===== config.mk =====
export PLATFORM = sky130hd
export DESIGN_NAME = display_scan
export DESIGN_NICKNAME = d
export VERILOG_FILES = /design/src/rtl/display_scan.sv
export SDC_FILE = /design/constraint.sdc
export NUM_CORES = 1
export LEC_CHECK = 0
export CORE_UTILIZATION = 44
export CTS_BUF_LIST = sky130_fd_sc_hd__clkbuf_2 sky130_fd_sc_hd__clkbuf_4 sky130_fd_sc_hd__clkbuf_8
export DETAILED_ROUTE_END_ITERATION = 8
export PLACE_DENSITY = 0.72
export SYNTH_ARGS = -nofsm -noshare
export SYNTH_HDL_FRONTEND = slang
export SYNTH_SLANG_ARGS = --single-unit

===== constraint.sdc =====
create_clock -name clk -period 2.9 [get_ports clk]
set_input_delay 0.29 -clock clk [delete_from_list [all_inputs] [get_ports clk]]
set_output_delay 0.29 -clock clk [all_outputs]
set_load 0.1 [all_outputs]

===== src/rtl/display_scan.sv =====
// Time-multiplexed 4-digit common-anode scan controller with per-slot guard interval and frame-synchronous display update.
// Optional leading-zero suppression on digits 3..1 is enabled by defining LEADING_ZERO_BLANK_EN.
module display_scan #(
    parameter int unsigned PRESCALE = 1000,
    parameter int unsigned GUARD    = 16
) (
    input  logic        clk,
    input  logic        rst_n,
    input  logic [15:0] value,
    input  logic [3:0]  dp_in,
    input  logic [3:0]  blank,
    input  logic        load,
    output logic        d3,
    output logic        d2,
    output logic        d1,
    output logic        d0,
    output logic [3:0]  an,
    output logic        dp_n,
    output logic        frame_done
);

    typedef enum logic {S_GUARD, S_ACTIVE} state_t;

    state_t      state, state_nxt;
    logic [15:0] cnt, cnt_nxt;
    logic [1:0]  idx, idx_nxt;
    logic [15:0] shadow, display, disp_nxt;
    logic [3:0]  dp_shadow, dp_disp, dpd_nxt;
    logic        pending;
    logic        wrap, boundary, lit;
    logic [3:0]  lz, an_nxt, nib_nxt;
    logic        dp_nxt;

    // Outputs are registered from next-state values so they change on the same edge as cnt/idx/state.
    always_comb begin
        wrap      = (cnt == 16'(PRESCALE - 1));
        boundary  = wrap && (idx == 2'd3);
        cnt_nxt   = wrap ? '0 : cnt + 16'd1;
        idx_nxt   = wrap ? idx + 2'd1 : idx;

        state_nxt = state;
        if (wrap)
            state_nxt = S_GUARD;
        else if (cnt_nxt == 16'(GUARD))
            state_nxt = S_ACTIVE;

        disp_nxt = display;
        dpd_nxt  = dp_disp;
        if (boundary) begin
            if (load) begin
                disp_nxt = value;
                dpd_nxt  = dp_in;
            end else if (pending) begin
                disp_nxt = shadow;
                dpd_nxt  = dp_shadow;
            end
        end

`ifdef LEADING_ZERO_BLANK_EN
        lz[3] = (disp_nxt[15:12] == 4'd0);
        lz[2] = lz[3] && (disp_nxt[11:8] == 4'd0);
        lz[1] = lz[2] && (disp_nxt[7:4] == 4'd0);
        lz[0] = 1'b0;
`else
        lz = '0;
`endif

        nib_nxt = disp_nxt[idx_nxt*4 +: 4];
        lit     = (state_nxt == S_ACTIVE) && !blank[idx_nxt] && !lz[idx_nxt];
        an_nxt  = lit ? ~(4'b0001 << idx_nxt) : '1;
        dp_nxt  = lit ? ~dpd_nxt[idx_nxt] : 1'b1;
    end

    always_ff @(posedge clk or negedge rst_n) begin
        if (!rst_n) begin
            state            <= S_GUARD;
            cnt              <= '0;
            idx              <= '0;
            shadow           <= '0;
            dp_shadow        <= '0;
            display          <= '0;
            dp_disp          <= '0;
            pending          <= 1'b0;
            {d3, d2, d1, d0} <= '0;
            an               <= '1;
            dp_n             <= 1'b1;
            frame_done       <= 1'b0;
        end else begin
            state            <= state_nxt;
            cnt              <= cnt_nxt;
            idx              <= idx_nxt;
            display          <= disp_nxt;
            dp_disp          <= dpd_nxt;
            {d3, d2, d1, d0} <= nib_nxt;
            an               <= an_nxt;
            dp_n             <= dp_nxt;
            frame_done       <= boundary;
            if (load) begin
                shadow    <= value;
                dp_shadow <= dp_in;
            end
            // A load on the boundary cycle goes straight to display, so nothing is left pending.
            if (boundary)
                pending <= 1'b0;
            else if (load)
                pending <= 1'b1;
        end
    end

endmodule


Word-level counts from Yosys, hierarchy flattened
Cells that the tools add are included.
{"block": "totals", "reg_bits": 70, "wordCells": 51}
{"block": "op_classes", "addsub": 2, "n_lt_le_gt_ge": 1, "n_eq_ne": 3, "shift": 2, "n_mux": 20, "n_bitwise": 2, "n_reduce_logical": 6}
{"op": "$mux W16", "n": 4}
{"op": "$add A16 B1 Y16 const B", "n": 1}
{"op": "$eq A16 B10 Y1 const B", "n": 1}
{"op": "$eq A16 B5 Y1 const B", "n": 1}
{"op": "$mux W4", "n": 4}
{"op": "$shiftx A16 B5 Y4", "n": 1}
{"op": "$mux W1", "n": 8}
{"op": "$bmux W1 S2", "n": 3}
{"op": "$not A4 Y4", "n": 1}
{"op": "$shl A1 B2 Y4 const A", "n": 1}
{"op": "$logic_and A1 B1 Y1", "n": 3}
{"op": "$lt A2 B3 Y1 const B", "n": 1}
{"op": "$add A2 B1 Y2 const B", "n": 1}
{"op": "$eq A2 B2 Y1 const B", "n": 1}
{"op": "$logic_not A1 Y1", "n": 2}
{"op": "$mux W2", "n": 1}
{"op": "$reduce_bool A2 Y1", "n": 1}
{"op": "$not A1 Y1", "n": 1}

Longest topological paths before layout
Gate-level depths: netlist (run 1).
{"block": "logic_depth", "word_depth": 8, "depth_mapped": 8, "mapped_depth_nobuf": 7}

Worst setup path after synthesis (run 1)
Ideal clock, no wire load.
{"block": "synth_path", "path_type": "register -> register", "startpoint": "register cnt[0]", "endpoint": "register d0", "arrival_ns": 2.294, "required_ns": 2.755, "slack_ns": 0.460, "path_stages_with_launch": 9, "path_buffers": 1, "period_less_slack_ns": 2.440, "cell_sequence": "dfrtp_1 ha_1 and4bb_2 nand4_1 nor2_2 buf_2 mux2_2 mux2i_1 mux2i_1"}
{"block": "synth_via", "elab_chain_len": 4, "word_cells_on_any_way": 5, "cone_classes": "1 x eq/ne; 1 x shift; 2 x mux; 1 x reduce/logical"}
{"item": "start, declared", "line": "25", "source": "logic [15:0] cnt, cnt_nxt;"}
{"item": "start signal, assigned", "line": "90", "source": "cnt <= cnt_nxt;"}
{"item": "$eq A16 B10 Y1", "line": "36", "source": "wrap = (cnt == 16'(PRESCALE - 1));"}
{"item": "$logic_and A1 B1 Y1", "line": "37", "source": "boundary = wrap && (idx == 2'd3);"}
{"item": "$mux W16", "line": "49", "source": "if (boundary) begin"}
{"item": "net disp_nxt[4]", "line": "27", "source": "logic [15:0] shadow, display, disp_nxt;"}
{"item": "$shiftx A16 B5 Y4", "line": "68", "source": "nib_nxt = disp_nxt[idx_nxt*4 +: 4];"}
{"item": "net nib_nxt[0]", "line": "31", "source": "logic [3:0] lz, an_nxt, nib_nxt;"}
{"item": "end signal, assigned", "line": "94", "source": "{d3, d2, d1, d0} <= nib_nxt;"}
{"item": "end, declared", "line": "16", "source": "output logic d0,"}
The timed path passes the listed nets, and every way through them passes these cells.
A chain may end at the register's enable or synchronous reset.

Final worst setup path (run 1)
{"block": "layout_path", "startpoint": "register cnt[3]", "endpoint": "register an[1]"}
{"block": "layout_via", "elab_chain_len": 8, "word_cells_on_any_way": 18, "cone_classes": "1 x add/sub; 2 x eq/ne; 1 x shift; 9 x mux; 1 x bitwise; 4 x reduce/logical"}
{"item": "$add A16 B1 Y16 or $eq A16 B10 Y1 (tied branches)", "line": "38, 36"}
{"item": "$mux W16 or $mux W2 (tied branches)", "line": "38, 39"}
{"item": "$eq A16 B5 Y1 or $bmux W1 S2 (tied branches)", "line": "44, 69"}
{"item": "$mux W1 (on tied branches)", "line": "44, 69"}
{"item": "$mux W1 or $logic_not A1 Y1 (tied branches)", "line": "42, 69"}
{"item": "$logic_and A1 B1 Y1 (2 in a row)", "line": "69", "source": "lit = (state_nxt == S_ACTIVE) && !blank[idx_nxt] && !lz[idx_nxt];"}
{"item": "$mux W4 (*)", "line": "70", "source": "an_nxt = lit ? ~(4'b0001 << idx_nxt) : '1;"}
{"item": "net an_nxt[1]", "line": "31"}
{"item": "end signal, assigned", "line": "95", "source": "an <= an_nxt;"}
{"item": "end, declared", "line": "17", "source": "output logic [3:0] an,"}
The timed path passes the listed nets; every way through them passes the cells marked *. The select of a mux whose other input is x is not followed.

==> run summary, run 1 <==
Syn Area/Cell - 12.3 µm²
Type of the worst setup path - reg -> reg
Die X - 90.3 µm
Startpoint types - flip-flop
Final Setup Violations - 0
CTS sink count - 70
Slew at the pin with the worst max-slew slack - 0.859 ns
FP Rows - 31
IO Pins - 37
First-pass GRT wire length - 11100 µm
Initial antenna violation count - 0
Synth Flop Type - dfrtp_1
Async S/R FF share, synth - 1.00
Status - finished, final reports clean
CTS resizes - 0
Min Tclk post-route - 2.57 ns
Routed via count - 2278
Register area - 1760 µm²
CTS tree - done
Skew-Pair Late Insertion Delay - 0.36 ns
Slew margin rel. - 0.427
Lkg Pwr - 1.74 nW
Drt wl/cell - 15.2 µm
Die H - 90.3 µm
Pin count of the biggest net entering global routing - 71
Max frequency - 390 MHz
Final Hold Vio Count - 0
Period utilisation layout - 0.885
Yosys warns - 0
Number of global-route vias before repair - 2206
Count of cell types in the netlist - 58
Placeable Area - 7410 µm²
Die area - 8160 µm²
CTS H-tree lvls - 3
TritonRoute pass-1 iters - 5
Share of layout cells above drive strength 1 - 0.293
Initial Utilization - 0.463
Port Buffers - 36
RSZ-0062 raised after global routing - false
Setup TNS - 0 ns
Fillers - 622
CTS Root Cell - clkbuf_8
Area growth syn-to-layout - 16.7%
Final wirelength - 6430 µm
Worst setup EP type - flip-flop
Max_cap viols - 0
Hold Crit Class - in -> async
Total CTS buffers - 9
Starting DRT DRC Count - 158
Antenna-violating nets left - 0
Worst-path maximum fanout - 9
Worst vdd ir - 0.217 mV
Drt drc - 0
Fin. max-slew vios - 0
Worst-path clk slew - 0.08 ns
Critical path required time - 3.18 ns
GR Overflow Total - 0
Cell count after synthesis - 280
Multi-input logic area - 1530 µm²
Sequential-to-total area share from yosys stat - 0.512
Synth Register Bits - 70
Hpwl dp - 4510 µm
Max Clock Skew - 0.00843 ns
Post-synth EDFFs - 0
Vias per inst - 5.39
Area of the mapped netlist - 3430 µm²
WHS - 0.0993 ns
Fin nets - 348
Diode count - 0
Hold buffers post-CTS - 0
RePlAce Congestion - 0.844
Post-Syn Nets - 309
Worst-case clock buffer depth - 2
Crit path DAT - 2.85 ns
Pwr per Cell Area - 465 nW/µm²
Total track usage - 0.177
Setup bufs post-CTS - 0
-- report_power, final --
part / switching (W) / internal [W] / leakage, nW
Clock: 0.000412 / 0.000318 / 0.0789
Combinational: 0.0000555 / 0.0000640 / 0.772
Sequential: 0.00000678 / 0.00100 / 0.891
Total: 0.000475 / 0.00139 / 1.74
-- layout make-up --
type / count / share of cell area
multi-input cells: 188 / 0.381
clock buffers: 9 / 0.0309
flip-flops and latches: 70 / 0.439
clock inverters: 7 / 0.0141
inverters: 8 / 0.00750
well taps: 99 / 0.0309
repair buffers: 42 / 0.0968
-- path summary, 6_finish.rpt --
| path | end | slack, ns | depth (start not counted) | from |
|---|---|---|---|---|
| max | an[1]$_DFF_PN1_ | 0.33 | 6 | cnt[3]$_DFF_PN0_ |
| min | frame_done$_DFF_PN0_ | 0.1 | 2 | rst_n |
| max reg2reg | an[1]$_DFF_PN1_ | 0.33 | 6 | cnt[3]$_DFF_PN0_ |
| min reg2reg | dp_disp[0]$_DFF_PN0_ | 0.49 | 2 | dp_disp[0]$_DFF_PN0_ |
| max in group asynchronous | shadow[11]$_DFFE_PN0P_ | 2.22 | 2 | rst_n |
| min in group clk | dp_disp[0]$_DFF_PN0_ | 0.49 | 2 | dp_disp[0]$_DFF_PN0_ |
-- Yosys cell counts (all sizes together), types with 2 or more instances --
master,count,area [µm²]
xor2,7,61.3
or4b,2,23.8
or4,2,18.8
a211oi,5,37.5
nor2,20,77.6
a22oi,2,15.0
or3,2,15.0
nor4,3,18.8
dfstp,5,131
or2,4,25.0
nand2,22,85.1
mux2i,19,194
nor3,4,31.3
nor3b,2,15.0
buf,8,66.3
clkbuf,6,52.6
mux2,33,372
nand4,6,37.5
o31ai,4,57.6
xnor2,10,87.6
inv,8,30.0
nand2b,3,18.8
and4,2,18.8
o21ai,8,40.0
and4bb,3,37.5
nand3,8,57.6
dfrtp,65,1630
ha,2,25.0
a31oi,2,12.5
-- metrics by stage --
step | util | instance area (µm²) | setup slack (ns) | instances | total power (W)
2_1_floorplan | - | 3430 | 0.460 | 280 | 0.00108
3_3_place_gp | 0.516 | 3830 | 0.393 | 407 | 0.00115
3_5_place_dp | 0.516 | 3830 | 0.334 | 407 | 0.00115
4_1_cts | 0.541 | 4010 | 0.335 | 423 | 0.00189
5_1_grt | 0.541 | 4010 | 0.169 | 423 | 0.00194
6_report | 0.541 | 4010 | 0.334 | 423 | 0.00186
-- layout by cell type, fill, tap and decap left out, types with 2 or more instances in the layout --
cell	netlist	layout
a211oi_1	5	5
xnor2_1	10	10
o31ai_1	2	2
a22oi_1	2	2
or3_2	2	2
nand4_1	6	6
nor3_1	3	3
xor2_1	7	7
inv_6	0	3
nor4_1	3	3
clkdlybuf4s50_1	0	25
o31ai_4	2	2
mux2_2	33	33
nand2_1	21	21
nor2_1	19	19
o21ai_0	8	8
and4bb_2	3	3
nand2b_1	3	3
buf_4	1	15
nor3b_1	2	2
nand3_1	6	6
ha_1	2	2
mux2i_1	18	18
dfstp_2	5	5
or2_2	3	3
inv_1	7	7
dfrtp_1	65	65
clkbuf_8	3	9
a31oi_1	2	2
clkinvlp_4	0	4
-- logic make-up (layout without fill, tap and decap cells) --
logic type / count (synthesis) / after routing / synth area share
and+or+nand+nor: 89 / 89 / 0.155
DFF: 70 / 70 / 0.512
muxes: 53 / 53 / 0.171
AOI/OAI and AO/OA: 27 / 27 / 0.0682
buffers and inverters: 22 / 66 / 0.0434
xor gates and xnor gates: 17 / 17 / 0.0434
adders and majority gates: 2 / 2 / 0.00729
-- per-layer routing --
metal,up-vias,GRT usage,share of wire
li1,1078,-,-
met1,1139,0.248,0.50
met2,53,0.247,0.43
met3,8,0.0564,0.050
met4,0,0.0887,0.019
met5,-,0,0
-- sequential cells by signal, indices dropped and copies added, names as in the netlist --
signal	cells
frame_done	1
d2	1
state	1
d3	1
display	16
an	4
cnt	16
dp_shadow	4
d1	1
d0	1
dp_disp	4
pending	1
shadow	16
dp_n	1
idx	2
-- critical path: stages, from the launching register on --
cell and delay (ns):
dfrtp_1 0.54, nand4_1 0.20, or4b_4 0.54, and4bb_2 0.31, o22ai_1 0.13, o31ai_4 0.32, or4b_1 0.46
Power figures use the tool's default switching activity.
==> inputs of run 2 (changes only) <==
Settings changed: CORE_ASPECT_RATIO set to 1.5, PLACE_DENSITY 0.72 to unset, PLACE_DENSITY_LB_ADDON set to 0.25, SKIP_CTS_REPAIR_TIMING set to 1.
==> run 2 against run 1 <==
Net effect:
- sequential share of layout area fell by 0.78 points
- critical path depth did not move
- clock-buffer cell count rose by 2
- final area rose by 1.8%
- power rose by 3.5%
- cell count rose by 1.7%
- hold slack improved by 0.37 ns
- die area barely moved
- register-to-register slack got worse by 0.10 ns
- utilization fell by 0.15 points
- first-iteration DRC count fell by 41%
- critical path type unchanged
- clock skew barely moved
==> run summary, run 2 (synthesis results as in run 1) <==
Final Setup Violations - 0
Drt drc - 0
Critical path required time - 3.17 ns
Final Hold Vio Count - 0
Final wirelength - 6770 µm
Final core utilization - 0.539
FP Rows - 39
Period utilisation layout - 0.921
Startpoint types - flip-flop
Multi-input logic area - 1530 µm²
Placeable Area - 7560 µm²
Type of the worst setup path - reg -> reg
Pwr per Cell Area - 472 nW/µm²
Slew margin rel. - 0.638
Die X - 74.1 µm
RSZ-0062 raised after global routing - false
Worst-path clk slew - 0.07 ns
Crit path DAT - 2.94 ns
Total track usage - 0.194
Final Instance Area - 4080 µm²
TritonRoute pass-1 iters - 6
Worst setup EP type - flip-flop
Skew-Pair Late Insertion Delay - 0.35 ns
Setup TNS - 0 ns
Diode count - 0
Register area - 1760 µm²
Drt wl/cell - 15.7 µm
Cell Area, Placed - 3860 µm²
CTS tree - done
PnR worst setup slack - 0.230 ns
Routed via count - 2266
First-pass GRT wire length - 11400 µm
Worst-case clock buffer depth - 2
Initial Utilization - 0.454
Share of layout cells above drive strength 1 - 0.299
Largest regs - cnt (16), display (16), shadow (16)
CTS sink count - 70
Port Buffers - 36
Most common cell after layout, fill and taps aside - dfrtp_1
Slew at the pin with the worst max-slew slack - 0.537 ns
Worst vdd ir - 0.376 mV
Status - finished, final reports clean
Starting DRT DRC Count - 94
Most frequent cells in the layout - dfrtp_1 (65), mux2_2 (33), clkdlybuf4s50_1 (25), nand2_1 (21), nor2_1 (19)
Hold Crit Class - reg -> reg
RePlAce Congestion - 0.864
IO Pins - 37
Worst-path maximum fanout - 9
Max frequency - 375 MHz
Fin. max-slew vios - 0
CTS Root Cell - clkbuf_8
Lkg Pwr - 1.78 nW
Area growth syn-to-layout - 18.8%
Antenna-violating nets left - 0
Initial antenna violation count - 0
Pre-CTS WS - 0.250 ns
Die area - 8170 µm²
CTS H-tree lvls - 3
Vias per inst - 5.27
Fillers - 672
Hpwl dp - 4990 µm
Number of global-route vias before repair - 2365
Min Tclk post-route - 2.67 ns
Pin count of the biggest net entering global routing - 71
Total CTS buffers - 9
Die H - 110 µm
Fin nets - 352
GR Overflow Total - 0
WHS - 0.474 ns
Max_cap viols - 0
Max Clock Skew - 0.00860 ns
run 2: cell count changes in the layout (fill, tap and decap cells not counted):
| cell | previous run | this run |
|---|---|---|
| inv_6 | 3 | 0 |
| buf_4 | 15 | 17 |
| clkinvlp_4 | 4 | 2 |
| buf_12 | 1 | 2 |
| bufinv_16 | 0 | 1 |
| clkbuf_4 | 0 | 1 |
| clkbuf_8 | 9 | 10 |
| clkinv_2 | 0 | 1 |
| clkinv_4 | 0 | 1 |
| dlygate4sd3_1 | 0 | 1 |
run 2: layout make-up:
class                      instances  area share
multi-input combinational        188       0.374
sequential                        70       0.431
clock buffer                      11      0.0356
clock inverter                     5      0.0144
inverter                           8     0.00736
tap                              102      0.0313
timing repair buffer              46       0.106
run 2: power by group:
group          internal (W)  leakage (nW)  switching, W  total (W)
logic             0.0000677         0.794     0.0000574   0.000125
registers           0.00100         0.891    0.00000709    0.00101
clock network      0.000430        0.0990      0.000360   0.000790
total               0.00150          1.78      0.000425    0.00193
run 2: critical path, stage by stage, from the launching register on:
cell and delay (ns):
dfrtp_1 0.57, nand4_1 0.24, or4b_4 0.54, and4bb_2 0.31, o22ai_1 0.14, o31ai_4 0.33
or4b_1 0.47
run 2: path summary, 6_finish.rpt:
kind | to | cells past startpoint | start | slack (ns)
worst max-delay path | an[1]$_DFF_PN1_ | 6 | cnt[3]$_DFF_PN0_ | 0.23
worst min register to register | dp_disp[0]$_DFF_PN0_ | 2 | dp_disp[0]$_DFF_PN0_ | 0.47
worst max register to register | an[1]$_DFF_PN1_ | 6 | cnt[3]$_DFF_PN0_ | 0.23
min in group asynchronous | cnt[4]$_DFF_PN0_ | 3 | rst_n | 0.48
max in group asynchronous | dp_n$_DFF_PN1_ | 3 | rst_n | 2.06
worst min-delay path | dp_disp[0]$_DFF_PN0_ | 2 | dp_disp[0]$_DFF_PN0_ | 0.47
run 2: routing by layer:
metal  share of wire  routed length (µm)  track usage  up-vias
met5               0                   0            0        -
met4           0.032                 219        0.102        0
met3           0.027                 185       0.0545       18
met2            0.56                3800        0.340       35
met1            0.38                2570        0.208     1135
li1                -                   -            -     1078
run 2: through the flow:
step | cells | power [W]
2_1_floorplan | 280 | 0.00108
3_3_place_gp | 413 | 0.00116
3_5_place_dp | 413 | 0.00116
4_1_cts | 429 | 0.00196
5_1_grt | 430 | 0.00201
6_report | 430 | 0.00193
==> inputs of run 3 (changes only) <==
Settings changed: GPL_TIMING_DRIVEN set to 0, MAX_ROUTING_LAYER set to met4.
==> run 3 against run 2 <==
Net effect:
- cell count increased by 2.1%
- maximum frequency decreased by 4.3%
- sequential power about the same
==> run summary, run 3 (synthesis results as in run 1) <==
Die area - 8170 µm²
First-pass GRT wire length - 11000 µm
RSZ-0062 raised after global routing - false
Worst-case clock buffer depth - 2
Crit path DAT - 3.06 ns
Fillers - 671
Largest regs - cnt (16), display (16), shadow (16)
Final Instance Area - 4190 µm²
Die H - 110 µm
Final Hold Vio Count - 0
Max Clock Skew - 0.00941 ns
GR Overflow Total - 0
Lkg Pwr - 1.82 nW
Type of the worst setup path - reg -> reg
CTS sink count - 70
Termination of the worst setup path - an[1]$_DFF_PN1_
CTS tree - done
Initial antenna violation count - 0
Antenna-violating nets left - 0
Status - finished, final reports clean
Skew-Pair Late Insertion Delay - 0.36 ns
CTS H-tree lvls - 3
RR Startpoint - cnt[0]$_DFF_PN0_
Final Setup Violations - 0
Worst setup EP type - flip-flop
Starting DRT DRC Count - 149
Period utilisation layout - 0.962
Crit path from - cnt[0]$_DFF_PN0_
Slew margin rel. - 0.348
Total CTS buffers - 9
Drt drc - 0
Diode count - 0
Die X - 74.1 µm
Critical path required time - 3.17 ns
Max_cap viols - 0
RR Endpoint - an[1]$_DFF_PN1_
R2R Setup Slk - 0.11 ns
Hpwl dp - 4760 µm
Cell Area, Placed - 3910 µm²
Total track usage - 0.193
Power Internal - 0.00156 W
Most frequent cells in the layout - dfrtp_1 (65), clkdlybuf4s50_1 (34), mux2_2 (33), nand2_1 (21), nor2_1 (19)
Fin. max-slew vios - 0
Max frequency - 358 MHz
Clock Power Share - 0.434
Vias per inst - 5.20
Slew at the pin with the worst max-slew slack - 0.975 ns
Routed via count - 2283
Min Tclk post-route - 2.79 ns
Worst vdd ir - 0.390 mV
Share of layout cells above drive strength 1 - 0.285
Pwr per Cell Area - 476 nW/µm²
FP Rows - 39
TritonRoute pass-1 iters - 4
Initial Utilization - 0.454
Hold Crit Class - in -> async
Worst-path maximum fanout - 7
Area growth syn-to-layout - 22.1%
Placeable Area - 7560 µm²
RePlAce Congestion - 0.852
Final core utilization - 0.554
Power, Total - 0.00200 W
Number of global-route vias before repair - 2260
Most common cell after layout, fill and taps aside - dfrtp_1
Worst-path clk slew - 0.08 ns
Startpoint types - flip-flop
Setup TNS - 0 ns
Sequential share of power - 0.507
Net Switching - 0.000438 W
Final wirelength - 6920 µm
WHS - 0.0364 ns
Drt wl/cell - 15.8 µm
Port Buffers - 35
Reg2Reg Depth - 6
Switch share - 0.219
CTS Root Cell - clkbuf_8
Fin nets - 361
Comb pwr share - 0.059
Pin count of the biggest net entering global routing - 71
IO Pins - 37
-- run 3: worst max-delay path: stages, from the launching register on --
cell     delay [ns]
dfrtp_1        0.45
ha_1           0.33
nand4_1        0.20
nor3_1         0.59
a31oi_1        0.28
o31ai_4        0.39
or4b_1         0.47
-- run 3: metrics by stage --
step           cells  setup WS, ns
6_report         439         0.109
5_1_grt          439        0.0239
4_1_cts          433        -0.165
3_5_place_dp     417        -0.144
3_3_place_gp     417        -0.874
2_1_floorplan    280         0.460
-- run 3: power by group through the flow --
stage / clock (W) / sequential, W / combinational [W]
2_1_floorplan: 0 / 0.00103 / 0.0000487
3_3_place_gp: 0 / 0.00103 / 0.000118
6_report: 0.000867 / 0.00101 / 0.000117
3_5_place_dp: 0 / 0.00103 / 0.000120
4_1_cts: 0.000891 / 0.00101 / 0.000121
5_1_grt: 0.000926 / 0.00101 / 0.000131
-- run 3: final cells by class --
class	instances	area [µm²]	area share
Sequential cell	70	1760	0.419
Multi-Input combinational cell	188	1550	0.369
Timing Repair Buffer	41	393	0.0937
Clock buffer	10	131	0.0313
Tap cell	102	128	0.0304
Buffer	14	119	0.0283
Clock inverter	6	86.3	0.0206
Inverter	8	30.0	0.00716
-- run 3: layer usage --
metal  vias to the layer above  GRT usage  routed length [µm]
met2                        34      0.329                3710
met5                         -          -                   0
li1                       1103          -                   -
met1                      1131      0.209                2880
met4                         0      0.102                 178
met3                        15     0.0382                 149
-- run 3: worst min path at each step --
stage                     slack [ns]  depth (start not counted)                    to
after floorplan               -0.006                          0      cnt[0]$_DFF_PN0_
after global placement          0.46                          2  dp_disp[0]$_DFF_PN0_
after detailed placement        0.47                          1      cnt[3]$_DFF_PN0_
after CTS                       0.08                          1  frame_done$_DFF_PN0_
after global routing            0.12                          1      cnt[0]$_DFF_PN0_
final                           0.04                          1  frame_done$_DFF_PN0_
